**src/rtl/pipe_pkg.sv**
```systemverilog
// Shared EX/MEM field widths and offsets, with helpers that pack the control and data fields.
// Combinational helpers only: no latency and no backpressure.
package pipe_pkg;

    localparam int WORD_W     = 32;
    localparam int REG_ADDR_W = 5;
    localparam int WB_W       = 2;
    localparam int M_W        = 3;

    localparam int EXMEM_CTRL_W = WB_W + M_W;
    localparam int EXMEM_DATA_W = 2 * WORD_W + REG_ADDR_W;

    localparam int CTRL_M_LSB     = 0;
    localparam int CTRL_WB_LSB    = M_W;
    localparam int DATA_RD_LSB    = 0;
    localparam int DATA_STORE_LSB = REG_ADDR_W;
    localparam int DATA_ALU_LSB   = REG_ADDR_W + WORD_W;

    function automatic logic [EXMEM_CTRL_W-1:0] pack_exmem_ctrl(
        input logic [WB_W-1:0] wb,
        input logic [M_W-1:0]  m
    );
        logic [EXMEM_CTRL_W-1:0] c;
        c = '0;
        c[CTRL_WB_LSB +: WB_W] = wb;
        c[CTRL_M_LSB +: M_W]   = m;
        return c;
    endfunction

    function automatic logic [EXMEM_DATA_W-1:0] pack_exmem_data(
        input logic [WORD_W-1:0]     alu,
        input logic [WORD_W-1:0]     store,
        input logic [REG_ADDR_W-1:0] rd
    );
        logic [EXMEM_DATA_W-1:0] d;
        d = '0;
        d[DATA_ALU_LSB +: WORD_W]       = alu;
        d[DATA_STORE_LSB +: WORD_W]     = store;
        d[DATA_RD_LSB +: REG_ADDR_W]    = rd;
        return d;
    endfunction

endpackage

```
**src/rtl/pipe_slot.sv**
```systemverilog
// One pipeline slot register (valid/ctrl/data) clocked on the falling edge.
// Latency: one edge. Backpressure: holds when neither load nor clear is asserted.
module pipe_slot
    import pipe_pkg::*;
#(
    parameter int CTRL_W = EXMEM_CTRL_W,
    parameter int DATA_W = EXMEM_DATA_W
) (
    input  logic              clk,
    input  logic              reset,
    input  logic              load,
    input  logic              load_valid,
    input  logic [CTRL_W-1:0] load_ctrl,
    input  logic [DATA_W-1:0] load_data,
    input  logic              clear,
    output logic              valid,
    output logic [CTRL_W-1:0] ctrl,
    output logic [DATA_W-1:0] data
);

    // Clear beats load so a flush also discards whatever was arriving; data is kept.
    always_ff @(negedge clk) begin
        if (reset) begin
            valid <= 1'b0;
            ctrl  <= '0;
            data  <= '0;
        end else if (clear) begin
            valid <= 1'b0;
            ctrl  <= '0;
        end else if (load) begin
            valid <= load_valid;
            ctrl  <= load_valid ? load_ctrl : '0;
            data  <= load_data;
        end
    end

endmodule

```
**src/rtl/pipe_stage_chain.sv**
```systemverilog
// Elastic DEPTH-slot inter-stage register with flush, bubble insertion and occupancy count.
// Latency: DEPTH falling edges. Backpressure: combinational ready chain, full rate when out_ready=1.
module pipe_stage_chain
    import pipe_pkg::*;
#(
    parameter int DATA_W = EXMEM_DATA_W,
    parameter int CTRL_W = EXMEM_CTRL_W,
    parameter int DEPTH  = 1,
    parameter int OCC_W  = $clog2(DEPTH + 1)
) (
    input  logic              clk,
    input  logic              reset,
    input  logic              in_valid,
    output logic              in_ready,
    input  logic [CTRL_W-1:0] in_ctrl,
    input  logic [DATA_W-1:0] in_data,
    input  logic              bubble,
    input  logic              flush,
    output logic              out_valid,
    input  logic              out_ready,
    output logic [CTRL_W-1:0] out_ctrl,
    output logic [DATA_W-1:0] out_data,
    output logic [OCC_W-1:0]  occupancy
);

    localparam int HEAD = DEPTH - 1;
    localparam logic [OCC_W-1:0] DEPTH_OCC = OCC_W'(DEPTH);

    logic [DEPTH-1:0]  slot_valid;
    logic [DEPTH-1:0]  slot_move;
    logic [DEPTH-1:0]  slot_load;
    logic [DEPTH-1:0]  slot_clear;
    logic [DEPTH-1:0]  load_valid;
    logic [CTRL_W-1:0] slot_ctrl [DEPTH];
    logic [DATA_W-1:0] slot_data [DEPTH];
    logic [CTRL_W-1:0] load_ctrl [DEPTH];
    logic [DATA_W-1:0] load_data [DEPTH];
    logic              tail_free;
    logic              accept;
    logic              accept_entry;
    logic              head_adv;

    // Walk from head to tail: a slot moves when its successor is free this cycle.
    always_comb begin : free_chain
        logic succ_free;
        succ_free = out_ready;
        slot_move = '0;
        for (int i = HEAD; i >= 0; i--) begin
            slot_move[i] = slot_valid[i] & succ_free;
            succ_free    = ~slot_valid[i] | slot_move[i];
        end
        tail_free = succ_free;
    end

    assign in_ready     = tail_free & ~flush;
    assign accept       = in_valid & in_ready;
    assign accept_entry = accept & ~bubble;
    assign head_adv     = slot_valid[HEAD] & out_ready;

    for (genvar i = 0; i < DEPTH; i++) begin : g_slot
        if (i == 0) begin : g_tail
            assign slot_load[i]  = accept;
            assign load_valid[i] = ~bubble;
            assign load_ctrl[i]  = in_ctrl;
            assign load_data[i]  = in_data;
        end else begin : g_body
            assign slot_load[i]  = slot_move[i-1];
            assign load_valid[i] = 1'b1;
            assign load_ctrl[i]  = slot_ctrl[i-1];
            assign load_data[i]  = slot_data[i-1];
        end

        assign slot_clear[i] = flush | (slot_move[i] & ~slot_load[i]);

        pipe_slot #(
            .CTRL_W (CTRL_W),
            .DATA_W (DATA_W)
        ) u_slot (
            .clk        (clk),
            .reset      (reset),
            .load       (slot_load[i]),
            .load_valid (load_valid[i]),
            .load_ctrl  (load_ctrl[i]),
            .load_data  (load_data[i]),
            .clear      (slot_clear[i]),
            .valid      (slot_valid[i]),
            .ctrl       (slot_ctrl[i]),
            .data       (slot_data[i])
        );
    end

    assign out_valid = slot_valid[HEAD];
    assign out_ctrl  = slot_ctrl[HEAD];
    assign out_data  = slot_data[HEAD];

    always_ff @(negedge clk) begin
        if (reset || flush) begin
            occupancy <= '0;
        end else if (accept_entry && !head_adv) begin
            occupancy <= occupancy + OCC_W'(1);
        end else if (head_adv && !accept_entry) begin
            occupancy <= occupancy - OCC_W'(1);
        end
    end

    always @(negedge clk) begin
        if (!reset) begin
            assert (occupancy <= DEPTH_OCC);
            assert (!(head_adv && occupancy == '0));
        end
    end

endmodule

```
**config.mk**
```make
export PLATFORM = sky130hd
export DESIGN_NAME = pipe_stage_chain
export DESIGN_NICKNAME = d
export VERILOG_FILES = /design/src/rtl/pipe_pkg.sv /design/src/rtl/pipe_slot.sv /design/src/rtl/pipe_stage_chain.sv
export SDC_FILE = /design/constraint.sdc
export NUM_CORES = 1
export LEC_CHECK = 0
export BUFFER_PORTS_ARGS = -buffer_cell sky130_fd_sc_hd__buf_2
export CAP_MARGIN = 30
export CORE_MARGIN = 5
export CORE_UTILIZATION = 45
export DETAILED_ROUTE_END_ITERATION = 8
export PLACE_DENSITY = 0.85
export SYNTH_ARGS = -nofsm -noshare
export SYNTH_HDL_FRONTEND = slang
export SYNTH_SLANG_ARGS = --single-unit
```
**constraint.sdc**
```tcl
create_clock -name clk -period 1.3 [get_ports clk]
set_input_delay 0.13 -clock clk [delete_from_list [all_inputs] [get_ports clk]]
set_output_delay 0.13 -clock clk [all_outputs]
set_load 0.02 [all_outputs]
```
==> summary.txt, run 1 <==
Floorplan
  • Chip height: 91.3 um
  • Die Span X: 91.3 um
  • FP Rows: 29
  • Ports: roughly 160
  • Starting Density: 46.5%

Logic synthesis
  • Count leader, synth: dfxtp_1
  • Top cells by count, synth: dfxtp_1 (76), a21oi_1 (75), o21ai_0 (70), nand3_1 (69)
  • Synth Flop Type: dfxtp_1
  • Synthesized area: 0.00297 mm2
  • Number of distinct library cells after synthesis: 24
  • Synth Warn #: 0
  • Yosys reg bits: between 70 and 80
  • Ranking of synthesized cells by area: dfxtp_1 (51%), a21oi_1 (13%), o21ai_0 (12%)
  • Asr flop ratio synth: 0%
  • Mapped Cells: 355
  • Top-area cell type share of the netlist area: between 50% and 60%
  • Seq/Total Area, Yosys: 51.2%
  • Biggest area consumer among synthesized cells: dfxtp_1
  • Syn Area/Cell: 8.37 um2
  • Number of synthesized flops with an enable pin: 0
  • Mapped Nets: approximately 440

Clocking
  • CTS sink cnt: 76
  • H-tree level count: 3
  • CTS Root Cell: clkbuf_8
  • CTS Hold Bufs: 0
  • Clock Path Buffers: 2
  • Inserted Clock Buffers: 9

Status
  • Error msg: [ERROR DPL-0038] Utilization greater than 100%, impossible to legalize
  • Status: stopped before the end
  • Stopping stage: global routing (5_1_grt)

STA
  • GR repair worst EP: in_ready
  • Worst End Pin Type: output port

GRT
  • Largest net degree at the start of global routing: 48

Placed design
  • Gpl congestion: 0.758
  • # port buffers: 156
  • DPL Wire Length: ~6.7 mm
-- metrics by stage --
step	hold slack [ns]	instances	setup WS (ns)	TNS (ns)	instance area [um2]
after CTS	0.457	705	-0.678	-32.51	6200
after detailed placement	0.464	573	-0.498	-32.79	4230
after global placement	0.453	573	-0.508	-30.83	4230
after floorplan	0.292	355	-0.376	-17.36	3390
-- logic make-up after synthesis --
kind of cell	share of synthesized area [%]
and+or+nand+nor	15.6
DFF	51.2
AOI/OAI and AO/OA	26.4
buffers and inverters	6.82
-- timing repair --
action	in CTS
gates cloned	19
pin swaps	18
gates resized for setup	323
endpoints found under the setup margin	141
buffers inserted	22
==> run 2, diff against run 1 <==
- CORE_UTILIZATION: 45 -> 40
- PLACE_DENSITY: 0.85 -> not set
- PLACE_DENSITY_LB_ADDON: not set -> 0.15
==> run 2 against run 1 <==
  * The flow now finishes, with violations (negative setup slack)
  * Synthesized cell count is the same
  * Synthesized area unchanged
==> summary.txt, run 2 <==
Status
  • Status: finished with violations
  • Failing checks: negative setup slack

Logic synthesis
  • Ranking of synthesized cells by area: dfxtp_1 (51%), a21oi_1 (13%), o21ai_0 (12%)
  • Asr flop ratio synth: 0% (unchanged)
  • Adder-cell share of the synthesized area: 0% (unchanged)
  • Number of synthesized flops with an enable pin: 0 (unchanged)
  • Top-area cell type share of the netlist area: 51.2% (unchanged)
  • Compound-Gate Fraction of Synth Area: 26.4% (unchanged)
  • Seq/Total Area, Yosys: 51.2% (unchanged)
  • Synth Warn #: 0 (unchanged)
  • Synth Flop Type: dfxtp_1
  • Mapped Nets: 435 (unchanged)
  • Simple-Gate Fraction of Synth Area: 15.6% (unchanged)
  • Count leader, synth: dfxtp_1
  • Number of distinct library cells after synthesis: 24 (unchanged)
  • Top cells by count, synth: dfxtp_1 (76), a21oi_1 (75), o21ai_0 (70), nand3_1 (69)
  • Largest family of logic cells by synthesized area: compound AO/OA/AOI/OAI gates
  • Syn Area/Cell: 8.37 um2 (unchanged)
  • Post-synthesis mux area share: 0% (unchanged)
  • Yosys reg bits: 76 (unchanged)
  • Mapped Cells: 355 (unchanged)
  • Biggest area consumer among synthesized cells: dfxtp_1
  • Post-Synth XOR/XNOR Area: 0% (unchanged)
  • Synthesized area: 0.00297 mm2 (unchanged)

Pwr
  • Internal power: 4.11 mW
  • Sw Share: 39.7%
  • Worst IR drop on VDD: between 0.6 and 0.7 mV
  • Power density cells: 1010 mW/mm2
  • Switching power: 2.71 mW
  • Share of power burned in registers: 37.4%
  • Clk pwr share: 43.3%
  • Static leakage: 2.93 nW
  • Logic gate share of total power: between 15 and 20%

Detailed routing
  • Drt first pass iters: 5
  • Avg WL per Cell: 23.7 um
  • Post-route DRC violation count: 0
  • Via count: between 4k and 5k
  • Antenna viol nets, final: 0
  • Vias per cell: 5.94
  • Drt initial violations: 304
  • DRT Wirelength: between 15 and 20 mm

STA
  • Slew Viols, Final: 0
  • Setup violators final: 153
  • Worst setup margin: -0.559 ns
  • RSZ-0062 raised after global routing: true
  • Clk_skew: 0.0301 ns
  • Slew HR: 77.4%
  • Tightest Pin Transition: roughly 0.34 ns
  • Final Hold Viols: 0
  • Hold WS: approximately 0.46 ns

GRT
  • Largest net degree at the start of global routing: 43
  • Overflow left after global routing: 0
  • First-pass GRT wire length: between 20 and 25 mm
  • Antenna violations before repair: 0
  • GRT Total Usage: between 20% and 30%
  • Number of global-route vias before repair: 4421

Worst hold path
  • Worst Hold Depth: 2
  • Worst hold path class: reg -> reg

Placed design
  • Gpl congestion: 0.754 (-0.53%)
  • Placed cells: 594 (+3.7%)
  • DPL Wire Length: 6.76 mm (+1.4%)
  • # port buffers: 156 (unchanged)

Final layout
  • Share of cells above drive strength 1: between 70 and 80%
  • Biggest regs: g_slot.u_slot.data: 69 flops, g_slot.u_slot.ctrl: 5 flops
  • P&R area growth vs syn: 127%
  • Most frequent cells in the layout: buf_6 (85), buf_2 (77), inv_1 (76)
  • Most common cell after layout, fill and taps aside: buf_6
  • Biggest register: g_slot.u_slot.data
  • Max reg flops: 69
  • Fin nets: 724
  • Fin cells: 748
  • # diodes: 0

Floorplan
  • Die area: 0.00925 mm2
  • FP Rows: 31 (+6.9%)
  • Ports: 157 (unchanged)
  • Core footprint: 0.00725 mm2
  • Chip height: 96.2 um (+5.4%)
  • Die Span X: 96.2 um (+5.4%)
  • Starting Density: 41.0% (-5.6 points)

Clocking
  • Latest clock arrival within the worst-skew pair: 0.42 ns
  • H-tree level count: 3 (unchanged)
  • Clock transition at the registers of the reported paths: around 0.050 ns
  • CTS tree: done
  • Inserted Clock Buffers: 9 (unchanged)
  • CTS Hold Bufs: 0 (unchanged)
  • CTS Root Cell: clkbuf_8
  • Clock Path Buffers: 2 (unchanged)
  • CTS sink cnt: 76 (unchanged)

Critical path
  • CP max stage cell: dfxtp_4
  • Worst Path Arrival: around 1.7 ns
  • Max incr delay on CP: roughly 0.34 ns
  • Max Fanout on Critical Path: 2
  • CP required: 1.17 ns
  • Worst path cell trace: nor2b_4, nor2_4, buf_6
  • CP Class: reg -> out
  • R2r worst-path depth: 10
  • Worst Setup End Kind: output port
  • Startpoint types: flip-flop

Run
  • Max-cap violations: 0
==> run 2: cell counts after synthesis <==
Identical to the previous run, type by type.
==> run 2: path summary, 6_finish.rpt <==
kind	start	endpoint	slack, ns
worst max-delay path	g_slot[0].u_slot.valid$_SDFFE_NP0P_	in_ready	-0.56
worst min-delay path	g_slot[0].u_slot.data[55]$_SDFFE_NP0P_	g_slot[0].u_slot.data[55]$_SDFFE_NP0P_	0.46
worst max register to register	g_slot[0].u_slot.valid$_SDFFE_NP0P_	g_slot[0].u_slot.data[16]$_SDFFE_NP0P_	-0.48
worst min register to register	g_slot[0].u_slot.data[55]$_SDFFE_NP0P_	g_slot[0].u_slot.data[55]$_SDFFE_NP0P_	0.46
==> run 2: kinds of logic after synthesis <==
logic type	count (synthesis)
flip-flops	76
AND/OR/NAND/NOR	84
buffers and inverters	41
AO/OA/AOI/OAI	154
==> run 2: per-layer routing <==
| metal | track usage (%) | vias to the layer above | wire (um) |
|---|---|---|---|
| li1 | - | 1875 | - |
| met1 | 32.5 | 2140 | 6120 |
| met4 | 13.6 | 0 | 1000 |
| met2 | 51.2 | 328 | 9100 |
| met3 | 11.3 | 97 | 1520 |
| met5 | 0 | - | 0 |
==> run 2: worst max-delay path: cells and delay by family (launching register included) <==
family,cells,cell delay (ns)
buffers and inverters,1,0.12
DFF,1,0.34
and+or+nand+nor,2,0.20
==> run 2: what timing repair did <==
| item | in CTS | in global routing |
|---|---|---|
| gates resized for setup | 365 | 102 |
| pin swaps | 42 | 55 |
| cloned | 15 | 0 |
| endpoints found under the hold margin | 0 | 0 |
| setup endpoints to repair | 149 | 153 |
| buffers inserted | 27 | 31 |
==> run 2: power groups by stage <==
stage | Clock [mW] | Combinational [mW] | Sequential, mW
finish | 2.95 | 1.31 | 2.55
global route | 3.18 | 1.37 | 2.55
global placement | 0.359 | 0.769 | 2.53
floorplan | 0.359 | 0.317 | 2.65
CTS | 2.64 | 1.10 | 2.55
detailed placement | 0.359 | 0.780 | 2.53
==> run 2: layout make-up <==
type | instances | area (um2)
fillers | 229 | 503
flip-flops and latches | 76 | 1640
multi-input cells | 238 | 2090
repair buffers | 243 | 2440
clock inverters | 83 | 334
clock buffers | 9 | 124
well taps | 99 | 124
==> run 2: stage by stage <==
step / setup slack (ns) / cell area (um2) / power (mW) / setup TNS, ns / utilization [%]
after floorplan: -0.376 / 3390 / 3.33 / -17.36 / -
after global placement: -0.488 / 4300 / 3.65 / -31.12 / 59.3
after detailed placement: -0.537 / 4300 / 3.67 / -33.22 / 59.3
after CTS: -0.542 / 6240 / 6.29 / -38.74 / 86.1
after global routing: -0.606 / 6750 / 7.10 / -59.68 / 93.1
final: -0.559 / 6750 / 6.82 / -56.07 / 93.1
(Power assumes the default switching activity.)
==> run 3, diff against run 2 <==
- MAX_ROUTING_LAYER: not set -> met4
==> run 3 against run 2 <==
  * The flow still finishes with violations (negative setup slack)
  * Clock skew is 0.010 ns lower
  * Sequential power about the same
  * Cell area is 0.13% lower
  * Clock power is 2% lower
  * First-iteration DRC count increased by 7.6%
  * Non-clock buffer count up 1
  * Critical path depth did not move
  * Count of clock-buffer cells in the layout is the same
  * Worst setup slack worse by 0.040 ns
  * Register-to-register slack better by 0.02 ns
  * Largest cell class unchanged
  * Largest power group unchanged
==> summary.txt, run 3 (synthesis results as in run 2) <==
STA
  • Hold WS: 0.469 ns (+0.00592 ns)
  • Worst setup margin: -0.599 ns (-0.0400 ns)
  • Final Hold Viols: 0 (unchanged)
  • Slew Viols, Final: 0 (unchanged)
  • Slew HR: 77.3% (about the same)
  • Setup violators final: 153 (unchanged)
  • Tightest Pin Transition: 0.340 ns (+0.000667 ns)
  • RSZ-0062 raised after global routing: true
  • TNS Setup: -55.36 ns (+0.715 ns)
  • Clk_skew: 0.0200 ns (-0.0100 ns)

Critical path
  • CP max stage cell: dfxtp_4
  • Worst path cell trace: nor2b_4, nor2_4, buf_6
  • CP required: 1.17 ns (about the same)
  • Startpoint types: flip-flop
  • Worst Path Arrival: 1.77 ns (+0.04 ns)
  • Worst Setup End Kind: output port
  • CP Class: reg -> out
  • Max incr delay on CP: 0.35 ns (about the same)
  • Max Fanout on Critical Path: 2 (unchanged)

Status
  • Status: finished with violations
  • Failing checks: negative setup slack

Detailed routing
  • Post-route DRC violation count: 0 (unchanged)
  • Drt initial violations: 327 (+7.6%)
  • Via count: 4500 (+1.4%)
  • Vias per cell: 6.01 (+1.2%)
  • DRT Wirelength: 17.2 mm (-2.9%)
  • Antenna viol nets, final: 0 (unchanged)
  • Avg WL per Cell: 23.0 um (-3.0%)
  • Drt first pass iters: 5 (unchanged)

Floorplan
  • Chip height: 96.2 um (unchanged)
  • Die area: 0.00925 mm2 (unchanged)
  • Starting Density: 41.0% (unchanged)
  • Die Span X: 96.2 um (unchanged)
  • Ports: 157 (unchanged)
  • FP Rows: 31 (unchanged)
  • Core footprint: 0.00725 mm2 (unchanged)

Pwr
  • Worst IR drop on VDD: 0.735 mV (+14%)
  • Total Power: 6.75 mW (-0.99%)
  • Power density cells: 1000 mW/mm2 (-0.87%)
  • Static leakage: 2.94 nW (+0.11%)

Worst hold path
  • Worst hold path class: reg -> reg

GRT
  • First-pass GRT wire length: 21.1 mm (-0.71%)
  • Overflow left after global routing: 0 (unchanged)
  • Largest net degree at the start of global routing: 43 (unchanged)
  • Antenna violations before repair: 0 (unchanged)
  • Number of global-route vias before repair: 4442 (+0.48%)
  • GRT Total Usage: 30.5% (+0.58 points)

Clocking
  • Inserted Clock Buffers: 9 (unchanged)
  • Clock transition at the registers of the reported paths: 0.06 ns (about the same)
  • CTS tree: done
  • CTS Hold Bufs: 0 (unchanged)
  • H-tree level count: 3 (unchanged)
  • Clock Path Buffers: 2 (unchanged)
  • CTS sink cnt: 76 (unchanged)
  • Latest clock arrival within the worst-skew pair: 0.41 ns (about the same)
  • CTS Root Cell: clkbuf_8

Final layout
  • Fin nets: 725 (+0.14%)
  • Biggest regs: g_slot.u_slot.data: 69 flops, g_slot.u_slot.ctrl: 5 flops
  • Most frequent cells in the layout: buf_6 (85), buf_2 (77), inv_1 (76)
  • Final instance area: 0.00674 mm2 (-0.13%)
  • Most common cell after layout, fill and taps aside: buf_6
  • # diodes: 0 (unchanged)
  • Share of cells above drive strength 1: 75.8% (+0.19 points)
  • Max reg flops: 69 (unchanged)
  • P&R area growth vs syn: 127%
  • Biggest register: g_slot.u_slot.data
  • Fill cells: 242 (+5.7%)

Placed design
  • DPL Wire Length: 6.76 mm (unchanged)
  • Worst slack, placed: -0.537 ns (unchanged)
  • # port buffers: 156 (unchanged)
  • Dpl cell area: 0.00430 mm2 (unchanged)
  • Gpl congestion: 0.764 (+1.3%)

Run
  • Max-cap violations: 0 (unchanged)
==> run 3: cell types whose count changed in the layout (fill, tap and decap cells not counted), sizes merged <==
| cell | before | now |
|---|---|---|
| buf | 241 | 242 |
==> run 3: timing repair <==
action                                  4_1_cts  5_1_grt
gates cloned                                 15        0
endpoints found under the setup margin      149      153
gates resized for setup                     365       99
hold endpoints to repair                      0        0
pin swaps                                    42       47
setup buffers                                27       32
==> run 3: layer usage <==
layer  wire (um)  up-vias  track usage [%]  part of all wire, %
met4         865        0             15.8                  5.0
met1        6050     2177             32.4                   35
met2        8700      343             51.2                   51
li1            -     1881                -                    -
met5           0        -                -                    0
met3        1610       99             8.84                  9.3
==> run 3: final timing paths <==
check | from | to | slack, ns | cells past startpoint
max | g_slot[0].u_slot.valid$_SDFFE_NP0P_ | in_ready | -0.60 | 3
min | g_slot[0].u_slot.data[30]$_SDFFE_NP0P_ | g_slot[0].u_slot.data[30]$_SDFFE_NP0P_ | 0.47 | 2
max reg2reg | g_slot[0].u_slot.valid$_SDFFE_NP0P_ | g_slot[0].u_slot.data[16]$_SDFFE_NP0P_ | -0.46 | 10
min reg2reg | g_slot[0].u_slot.data[30]$_SDFFE_NP0P_ | g_slot[0].u_slot.data[30]$_SDFFE_NP0P_ | 0.47 | 2
==> run 3: stage by stage <==
step	utilization [%]	cells
global route	92.9	749
finish	92.9	749
CTS	86.1	726
global placement	59.3	594
floorplan	-	355
detailed placement	59.3	594
==> run 3: cell type report <==
cell class | instances | area [um2] | area share (%)
Clock buffer | 9 | 124 | 1.84
Clock inverter | 83 | 334 | 4.96
Multi-Input combinational cell | 238 | 2070 | 30.7
Sequential cell | 76 | 1630 | 24.2
Tap cell | 99 | 124 | 1.84
Timing Repair Buffer | 244 | 2460 | 36.5
==> run 3: critical path: cells and delay by family, from the launching register on <==
| kind | cells | cell delay, ns |
|---|---|---|
| and+or+nand+nor | 2 | 0.23 |
| buffers and inverters | 1 | 0.12 |
| DFF | 1 | 0.35 |
==> run 3: power breakdown <==
part / switching (mW) / internal (mW)
logic: 0.663 / 0.648
clock network: 1.88 / 1.01
registers: 0.0948 / 2.46
